### src/rtl/mem_bus_pkg.sv
`default_nettype none
// ============================================================================
// mem_bus_pkg : shared encodings and helpers for the data-side bus controller
// Rev 1.0
// ============================================================================
package mem_bus_pkg;

   localparam logic [1:0] SZ_B = 2'b00;
   localparam logic [1:0] SZ_H = 2'b01;
   localparam logic [1:0] SZ_W = 2'b10;

   localparam logic [3:0] OFF_LED = 4'h0;
   localparam logic [3:0] OFF_HEX = 4'h4;
   localparam logic [3:0] OFF_SW  = 4'h8;
   localparam logic [3:0] OFF_KEY = 4'hC;

   typedef enum logic [1:0] {
      S_IDLE    = 2'd0,
      S_RD_WAIT = 2'd1,
      S_RESP    = 2'd2,
      S_ERR     = 2'd3
   } state_e;

   // Little-endian lane enables for an aligned access of the given size.
   function automatic logic [3:0] lane_be(input logic [1:0] size, input logic [1:0] off);
      case (size)
         SZ_B:    lane_be = 4'b0001 << off;
         SZ_H:    lane_be = off[1] ? 4'b1100 : 4'b0011;
         SZ_W:    lane_be = 4'b1111;
         default: lane_be = 4'b0000;
      endcase
   endfunction

endpackage
`default_nettype wire

### src/rtl/mem_bus_controller_mmio_regs.sv
`default_nettype none
// ============================================================================
// mmio_regs : LED/HEX registers, SW/KEY read mux and read-only write detect
// Rev 1.0
// ============================================================================
module mmio_regs
   import mem_bus_pkg::*;
(
   input  logic        clk,
   input  logic        rst,
   input  logic        wr_en_i,
   input  logic [3:0]  off_i,
   input  logic [31:0] wdata_i,
   input  logic [9:0]  sw_i,
   input  logic [3:0]  key_i,
   output logic [9:0]  led_o,
   output logic [31:0] hex_o,
   output logic [31:0] rd_data_o,
   output logic        ro_o
);

   logic [9:0]  led_q;
   logic [31:0] hex_q;

   always_ff @(posedge clk or negedge rst) begin
      if (!rst) begin
         led_q <= 10'd0;
         hex_q <= 32'd0;
      end else if (wr_en_i) begin
         if (off_i == OFF_LED) led_q <= wdata_i[9:0];
         if (off_i == OFF_HEX) hex_q <= wdata_i;
      end
   end

   // Keys are active-low on the board; software sees a pressed key as 1.
   always_comb begin
      rd_data_o = 32'd0;
      case (off_i)
         OFF_LED: rd_data_o = {22'd0, led_q};
         OFF_HEX: rd_data_o = hex_q;
         OFF_SW:  rd_data_o = {22'd0, sw_i};
         OFF_KEY: rd_data_o = {28'd0, ~key_i};
         default: rd_data_o = 32'd0;
      endcase
   end

   assign ro_o  = (off_i == OFF_SW) || (off_i == OFF_KEY);
   assign led_o = led_q;
   assign hex_o = hex_q;

endmodule
`default_nettype wire

### src/rtl/mem_bus_controller.sv
`default_nettype none
// ============================================================================
// mem_bus_controller : single-outstanding load/store bus to word RAM and MMIO
// Rev 1.0
// ============================================================================
module mem_bus_controller
   import mem_bus_pkg::*;
#(
   parameter int          RAM_AW    = 10,
   parameter logic [31:0] MMIO_BASE = 32'hFFFF_0000
) (
   input  logic              clk,
   input  logic              rst,
   input  logic              req,
   input  logic              we,
   input  logic [1:0]        size,
   input  logic              uns,
   input  logic [31:0]       addr,
   input  logic [31:0]       wdata,
   output logic [31:0]       rdata,
   output logic              done,
   output logic              err,
   output logic              busy,
   output logic [RAM_AW-1:0] ram_addr,
   output logic              ram_we,
   output logic [3:0]        ram_be,
   output logic [31:0]       ram_wdata,
   input  logic [31:0]       ram_rdata,
   input  logic [9:0]        sw_in,
   input  logic [3:0]        key_in,
   output logic [9:0]        led_out,
   output logic [31:0]       hex_val
);

   state_e            state_q, state_d;
   logic [31:0]       rdata_q, rdata_d;
   logic [31:0]       dat_q, dat_d;
   logic [31:0]       ram_wdata_q, ram_wdata_d;
   logic [RAM_AW-1:0] ram_addr_q, ram_addr_d;
   logic [3:0]        ram_be_q, ram_be_d;
   logic [1:0]        size_q, size_d;
   logic [1:0]        off_q, off_d;
   logic              done_q, done_d;
   logic              err_q, err_d;
   logic              busy_q, busy_d;
   logic              ram_we_q, ram_we_d;
   logic              uns_q, uns_d;
   logic              ramld_q, ramld_d;

   logic [31:0] mmio_rel, mmio_rd, store_rep, load_fmt;
   logic [15:0] lane_h;
   logic [7:0]  lane_b;
   logic        is_ram, is_mmio, aligned, acc_err, accept, mmio_wr, mmio_ro;

   // Subtraction keeps the window test free of a wide compare against the base.
   assign mmio_rel = addr - MMIO_BASE;
   assign is_mmio  = (mmio_rel[31:4] == 28'd0);
   assign is_ram   = (addr[31:RAM_AW+2] == '0);

   always_comb begin
      case (size)
         SZ_B:    aligned = 1'b1;
         SZ_H:    aligned = ~addr[0];
         SZ_W:    aligned = (addr[1:0] == 2'b00);
         default: aligned = 1'b0;
      endcase
   end

   assign acc_err = ~aligned | ~(is_ram | is_mmio)
                  | (is_mmio & ((size != SZ_W) | (we & mmio_ro)));
   // The done cycle is already IDLE, so a request there must not be taken.
   assign accept  = (state_q == S_IDLE) & req & ~done_q;
   assign mmio_wr = accept & is_mmio & we & ~acc_err;

   always_comb begin
      case (size)
         SZ_B:    store_rep = {4{wdata[7:0]}};
         SZ_H:    store_rep = {2{wdata[15:0]}};
         default: store_rep = wdata;
      endcase
   end

   assign lane_h = off_q[1] ? ram_rdata[31:16] : ram_rdata[15:0];
   assign lane_b = off_q[0] ? lane_h[15:8]     : lane_h[7:0];

   always_comb begin
      case (size_q)
         SZ_B:    load_fmt = uns_q ? {24'd0, lane_b} : {{24{lane_b[7]}}, lane_b};
         SZ_H:    load_fmt = uns_q ? {16'd0, lane_h} : {{16{lane_h[15]}}, lane_h};
         default: load_fmt = ram_rdata;
      endcase
   end

   mmio_regs u_mmio (
      .clk       (clk),
      .rst       (rst),
      .wr_en_i   (mmio_wr),
      .off_i     (mmio_rel[3:0]),
      .wdata_i   (wdata),
      .sw_i      (sw_in),
      .key_i     (key_in),
      .led_o     (led_out),
      .hex_o     (hex_val),
      .rd_data_o (mmio_rd),
      .ro_o      (mmio_ro)
   );

   always_comb begin
      state_d     = state_q;
      rdata_d     = rdata_q;
      dat_d       = dat_q;
      done_d      = 1'b0;
      err_d       = 1'b0;
      busy_d      = busy_q;
      ram_we_d    = 1'b0;
      ram_be_d    = 4'b0000;
      ram_addr_d  = ram_addr_q;
      ram_wdata_d = ram_wdata_q;
      size_d      = size_q;
      off_d       = off_q;
      uns_d       = uns_q;
      ramld_d     = ramld_q;
      unique case (state_q)
         S_IDLE: begin
            if (accept) begin
               size_d  = size;
               off_d   = addr[1:0];
               uns_d   = uns;
               ramld_d = is_ram & ~we & ~acc_err;
               busy_d  = 1'b1;
               rdata_d = 32'd0;
               dat_d   = 32'd0;
               if (acc_err) begin
                  state_d = S_ERR;
               end else if (is_ram) begin
                  ram_addr_d = addr[RAM_AW+1:2];
                  if (we) begin
                     ram_we_d    = 1'b1;
                     ram_be_d    = lane_be(size, addr[1:0]);
                     ram_wdata_d = store_rep;
                     state_d     = S_RESP;
                  end else begin
                     state_d = S_RD_WAIT;
                  end
               end else begin
                  if (!we) dat_d = mmio_rd;
                  state_d = S_RESP;
               end
            end
         end
         S_RD_WAIT: state_d = S_RESP;
         // RAM read data lands during RESP, so it is formatted on the way out.
         S_RESP: begin
            done_d  = 1'b1;
            busy_d  = 1'b0;
            rdata_d = ramld_q ? load_fmt : dat_q;
            state_d = S_IDLE;
         end
         S_ERR: begin
            done_d  = 1'b1;
            err_d   = 1'b1;
            busy_d  = 1'b0;
            rdata_d = 32'd0;
            state_d = S_IDLE;
         end
         default: state_d = S_IDLE;
      endcase
   end

   always_ff @(posedge clk or negedge rst) begin
      if (!rst) begin
         state_q     <= S_IDLE;
         rdata_q     <= 32'd0;
         dat_q       <= 32'd0;
         done_q      <= 1'b0;
         err_q       <= 1'b0;
         busy_q      <= 1'b0;
         ram_we_q    <= 1'b0;
         ram_be_q    <= 4'b0000;
         ram_addr_q  <= '0;
         ram_wdata_q <= 32'd0;
         size_q      <= SZ_B;
         off_q       <= 2'b00;
         uns_q       <= 1'b0;
         ramld_q     <= 1'b0;
      end else begin
         state_q     <= state_d;
         rdata_q     <= rdata_d;
         dat_q       <= dat_d;
         done_q      <= done_d;
         err_q       <= err_d;
         busy_q      <= busy_d;
         ram_we_q    <= ram_we_d;
         ram_be_q    <= ram_be_d;
         ram_addr_q  <= ram_addr_d;
         ram_wdata_q <= ram_wdata_d;
         size_q      <= size_d;
         off_q       <= off_d;
         uns_q       <= uns_d;
         ramld_q     <= ramld_d;
      end
   end

   assign rdata     = rdata_q;
   assign done      = done_q;
   assign err       = err_q;
   assign busy      = busy_q;
   assign ram_we    = ram_we_q;
   assign ram_be    = ram_be_q;
   assign ram_addr  = ram_addr_q;
   assign ram_wdata = ram_wdata_q;

endmodule
`default_nettype wire

### config.mk
export PLATFORM = sky130hd
export DESIGN_NAME = mem_bus_controller
export DESIGN_NICKNAME = d
export VERILOG_FILES = /design/src/rtl/mem_bus_pkg.sv /design/src/rtl/mem_bus_controller_mmio_regs.sv /design/src/rtl/mem_bus_controller.sv
export SDC_FILE = /design/constraint.sdc
export NUM_CORES = 1
export LEC_CHECK = 0
export CAP_MARGIN = 20
export CORE_ASPECT_RATIO = 1.25
export CORE_MARGIN = 2
export CORE_UTILIZATION = 30
export CTS_BUF_LIST = sky130_fd_sc_hd__clkbuf_8
export DETAILED_ROUTE_END_ITERATION = 8
export GPL_ROUTABILITY_DRIVEN = 0
export HOLD_SLACK_MARGIN = 0.05
export PLACE_DENSITY = 0.6
export SETUP_SLACK_MARGIN = 0.02
export SYNTH_ARGS = -nofsm -noshare
export SYNTH_HDL_FRONTEND = slang
export SYNTH_SLANG_ARGS = --single-unit
### constraint.sdc
create_clock -name clk -period 4.9 [get_ports clk]
set_clock_uncertainty 0.05 [all_clocks]
set_input_delay 0.98 -clock clk [delete_from_list [all_inputs] [get_ports clk]]
set_output_delay 0.98 -clock clk [all_outputs]
set_load 0.05 [all_outputs]
# Yosys cells after proc, flatten, opt, wreduce, memory -nomap -nowiden
# Index checks and enable logic that the tools add are counted.
# Widths: inputs -> output; s select.
# classes
addsub,1
multipliers,0
div_mod_pow,0
magnitude_cmp,0
eq_ne,11
shifts,1
mux,35
bitwise_logic,20
n_reduce_logical,18
# op_table
operator,n
$mux 32,7
$pmux 32 s2,2
$pmux 32 s4,1
$pmux 32 s3,1
$sub 32x32->32 const B,1
$logic_not 28->1,1
$mux 4,6
$logic_not 20->1,1
$mux 16,1
$pmux 4 s3,1
$reduce_and 2->1,5
$and 1x1->1,9
$eq 4x4->1 const B,2
$logic_not 2->1,4
$mux 1,8
$mux 2,4
$mux 8,1
$eq 2x1->1 const B,3
$eq 2x2->1 const B,3
$not 1->1,6
$pmux 2 s3,1
$reduce_and 5->1,1
$eq 4x3->1 const B,1
$logic_not 4->1,1
11 further kinds,15
# word_totals
register_bits,164
latchBits,0
ram_bits,0
romBits,0
out_inout_bits,124
elab_cells,102
memories,0

# Longest topological paths before layout
# logic_depth
word_depth,10
mapped_depth,8
depth_no_buf,5

# Hierarchy
# From an unflattened synthesis, not the netlist that was laid out.
# hier_totals
cells_unflattened,731
hier_area_um2,8309.2
# modules_own_cells
module,n_inst,cells_each,area_per_inst_um2,seq_area_each_um2
mem_bus_controller,1,573,6147.1,3052.9
mmio_regs,1,158,2162.1,1051.0

# Worst setup path before layout
# OpenSTA, ideal clock, no wires.
# synth_path
kind,input -> register
start,input port addr[1]
end,"register u_mmio.led_q[0], in the netlist u_mmio.led_o[0]"
t_arrival_ns,2.901
t_required_ns,4.725
setup_slack_ns,1.824
path_stages,7
path_buffers,2
cell_sequence,buf_2 -> or4_1 -> a211o_1 -> nor4_4 -> and4_1 -> buf_4 -> mux2_2
# synth_between
elab_chain_cells,10
elab_cells_between_ends,21
classes_between,add/sub (1); eq/ne (2); mux (1); bitwise (12); reduce/logical (5)
# synth_rtl
item,line_no,rtl
start: declaration,mem_bus_controller.sv:18,"input logic [31:0] addr,"
$sub 32x32->32,mem_bus_controller.sv:56,assign mmio_rel = addr - MMIO_BASE;
$eq 4x4->1,mem_bus_controller_mmio_regs.sv:47,assign ro_o = (off_i == OFF_SW) || (off_i == OFF_KEY);
$logic_or 1x1->1,mem_bus_controller_mmio_regs.sv:47,
$and 1x1->1,mem_bus_controller.sv:70,| (is_mmio & ((size != SZ_W) | (we & mmio_ro)));
$or 1x1->1,mem_bus_controller.sv:70,
$and 1x1->1,mem_bus_controller.sv:70,
$or 1x1->1,mem_bus_controller.sv:70,
$not 1->1 (no source line),n/a,
$and 1x1->1,mem_bus_controller.sv:73,assign mmio_wr = accept & is_mmio & we & ~acc_err;
$reduce_and 2->1 (no source line) *,n/a,
end signal: assignment,mem_bus_controller_mmio_regs.sv:30,if (off_i == OFF_LED) led_q <= wdata_i[9:0];
end: declaration,mem_bus_controller_mmio_regs.sv:22,logic [9:0] led_q;
# Mark *: on every way between the ends. The rest lies on a longest branch, timed or not.
# A chain may end at the register's enable or synchronous reset.

# Worst setup path after layout
# layout_path
start,input port addr[0]
end,"register u_mmio.led_q[5], in the netlist u_mmio.led_o[5]"
# Same word-level chain as after synthesis.

==> qor.csv <==
stage,metric,value,unit
sta,max_slew headroom,30.2,%
job,Max Cap Violations,0,
floorplan,Die X,149,µm
power_and_ir_drop,pwr dens,287,nW/µm²
setup_path,Startpoint Class,input port,
sta,Fin Setup TNS,0,ns
cells_and_area,area taken by multi-input logic gates,3390,µm²
logic_synthesis,"Seq/Total Area, Yosys",52.2,%
clock_network,cts repair resizes,0,
placement,pre-CTS setup slack,1.01,ns
logic_synthesis,Netlist cell types,47,
setup_path,CP required,5.19,ns
logic_synthesis,count of warnings emitted by yosys,0,
floorplan,die area,27500,µm²
floorplan,Placement Rows,66,
sta,final period demand of the worst path,3.42,ns
hold_path,hold path start,rdata[6],
clock_network,insertion delay to the later sink of the worst-skew pair,0.46,ns
logic_synthesis,Yosys top cell area share,52.2,%
hold_path,Worst Hold Depth,2,
cells_and_area,Layout area overhead,39.6,%
setup_path,register-to-register setup slack,2.04,ns
power_and_ir_drop,Final Total Pwr,0.00315,W
placement,IO buf count,240,
floorplan,area of the core,25900,µm²
setup_path,CP max FO,10,
hold_path,worst min path class,register to register,
global_routing,first-pass GRT wire length,39.0,mm
setup_path,crit end category,register,
route,wire per inst,19.6,µm
logic_synthesis,Mapped Area,7870,µm²
logic_synthesis,ys async rst share,100,%
sta,RSZ-0062 raised after global routing,no,
sta,Final period util,69.9,%
setup_path,Setup CP Type,input port to register,
global_routing,vias in the first global route,6377,
logic_synthesis,Seq cells post-synth,164,
route,vias,6422,
route,final wirelength,26.0,mm
global_routing,total grt overflow,0,
clock_network,"Hold-fix buffers, CTS",0,
sta,Final Setup Violations,0,
cells_and_area,fill cell count,2541,
clock_network,htree depth,4,
setup_path,crit path launch,addr[0],
floorplan,initial core utilization,30.3,%
sta,Slew Limit Fails,0,
setup_path,worst r2r path cells,4,
clock_network,CTS tree,done,
clock_network,setup bufs post-CTS,0,
global_routing,pin count of the biggest net entering global routing,107,
power_and_ir_drop,Worst VDD drop,0.162,mV
power_and_ir_drop,leak pwr,4.88,nW
clock_network,clk buf depth,2,
cells_and_area,layout cells sized above 1,14.0,%
logic_synthesis,post-synthesis average cell area,10.5,µm²
route,residual DRC count,0,
route,Via-to-Cell Ratio,4.84,
logic_synthesis,"top cells by area, synth","dfrtp_1, mux2_2, mux2_4",
setup_path,WP data arrival,3.72,ns
setup_path,FF-to-FF End,rdata[23],
logic_synthesis,Synthesized Nets,864,
route,"antenna viol nets, final",0,
setup_path,CP max-delay cell,clkdlybuf4s50_1,
cells_and_area,Nets,1089,
clock_network,# clock sinks,164,
hold_path,hold worst-path end,rdata[6],
setup_path,R2R Path Start,off_q[1],
route,Pre-antenna DRT Iters,6,
clock_network,Root Buffer,clkbuf_8,
setup_path,Critical Path Max Stage Delay,0.62,ns
outcome,status,completed,
route,Iteration-0 DRC Markers,368,
floorplan,Die H,185,µm
logic_synthesis,"EDFF count, synth",0,
floorplan,# IOs,241,
sta,Worst-Margin Slew,1.04,ns
global_routing,initial antenna violation count,2,
global_routing,GRT Util Overall,18.9,%
logic_synthesis,most common cell in the netlist,dfrtp_1,
sta,fin worst setup slack,1.48,ns
sta,Fin. Hold Viols,0,
setup_path,critical path cell sequence,"clkdlybuf4s50_1, or4_1, a211o_1, nor4_4, and4_1, mux2_2",
logic_synthesis,Post-Syn Instances,747,
sta,Peak Freq,0.292,GHz
logic_synthesis,Post-synth top cells,"dfrtp_1, nand2_1, o21ai_0",
logic_synthesis,ys flop type,dfrtp_1,
clock_network,CTS Buf Count,17,
placement,HPWL after detailed placement,19.6,mm
cells_and_area,sequential cell area,4100,µm²
clock_network,"CTS clk-pin slew, worst paths",0.09,ns
logic_synthesis,cell taking the most area after synthesis,dfrtp_1,
[registers in the layout, indices dropped and copies added (netlist names), 2 cells and up]
register	flops
size_q	2
dat_q	32
ram_be	4
state_q	2
ram_addr	10
u_mmio.hex_o	32
off_q	2
rdata	32
ram_wdata	32
u_mmio.led_o	10
[worst max-delay path, delay by kind of cell]
| kind | cells | cell delay (ns) |
|---|---|---|
| buffers and inverters | 1 | 0.62 |
| multiplexers | 1 | 0.39 |
| AO/OA/AOI/OAI | 1 | 0.34 |
| AND/OR/NAND/NOR | 3 | 1.40 |
[worst max path at each step]
stage | end | slack [ns] | depth (start not counted)
after floorplan | u_mmio.led_o[0] | 1.82 | 7
after global placement | u_mmio.led_o[2] | 1.05 | 6
after detailed placement | u_mmio.led_o[1] | 1.01 | 6
after CTS | u_mmio.led_o[5] | 1.54 | 6
after global routing | u_mmio.led_o[5] | 1.36 | 6
final | u_mmio.led_o[5] | 1.48 | 6
[kinds of logic (layout without fill, tap and decap cells)]
logic type / Yosys count / count (layout) / synth area share (%)
AND/OR/NAND/NOR: 205 / 205 / 12.2
other: 0 / 2 / 0
multiplexers: 114 / 114 / 17.2
flip-flops: 164 / 164 / 52.2
buffers and inverters: 90 / 328 / 4.74
AO/OA/AOI/OAI: 174 / 174 / 13.6
[metrics by stage]
step / hold slack (ns) / util [%] / instances / instance area [µm²]
2_1_floorplan: 0.395 / - / 747 / 7870
3_3_place_gp: 0.412 / 40.8 / 1293 / 10600
3_5_place_dp: 0.420 / 40.8 / 1293 / 10600
4_1_cts: 0.442 / 42.3 / 1325 / 11000
5_1_grt: 0.457 / 42.4 / 1327 / 11000
6_report: 0.436 / 42.4 / 1327 / 11000
[layer usage]
layer,global-route usage (%),vias up,share of wire (%)
li1,-,3092,-
met1,24.8,3111,43
met2,31.1,195,49
met3,4.31,24,5.4
met4,5.79,0,2.0
met5,0,-,0
[layout make-up]
class                      instances  share of cell area, %
tap                              340                   3.87
inverter                          42                   1.44
clock buffer                      17                   2.13
multi-input combinational        493                   30.9
clock inverter                    15                   1.41
timing repair buffer             254                   22.8
antenna                            2                 0.0456
sequential                       164                   37.4
[report_power, final]
group / total [W] / internal, W / switching [W]
clock network: 0.000977 / 0.000383 / 0.000593
registers: 0.00146 / 0.00139 / 0.0000690
logic: 0.000721 / 0.000256 / 0.000465
total: 0.00315 / 0.00203 / 0.00113
[placed cells by master (no fill, tap or decap), drive strengths merged, types with 24 or more instances in the layout]
cell type        n
nand2          112
mux2            80
a21oi           52
mux2i           34
o21ai           72
dfrtp          164
a221o           24
clkdlybuf4s50  239
inv             52
nor2            36
Power figures use the tool's default switching activity.
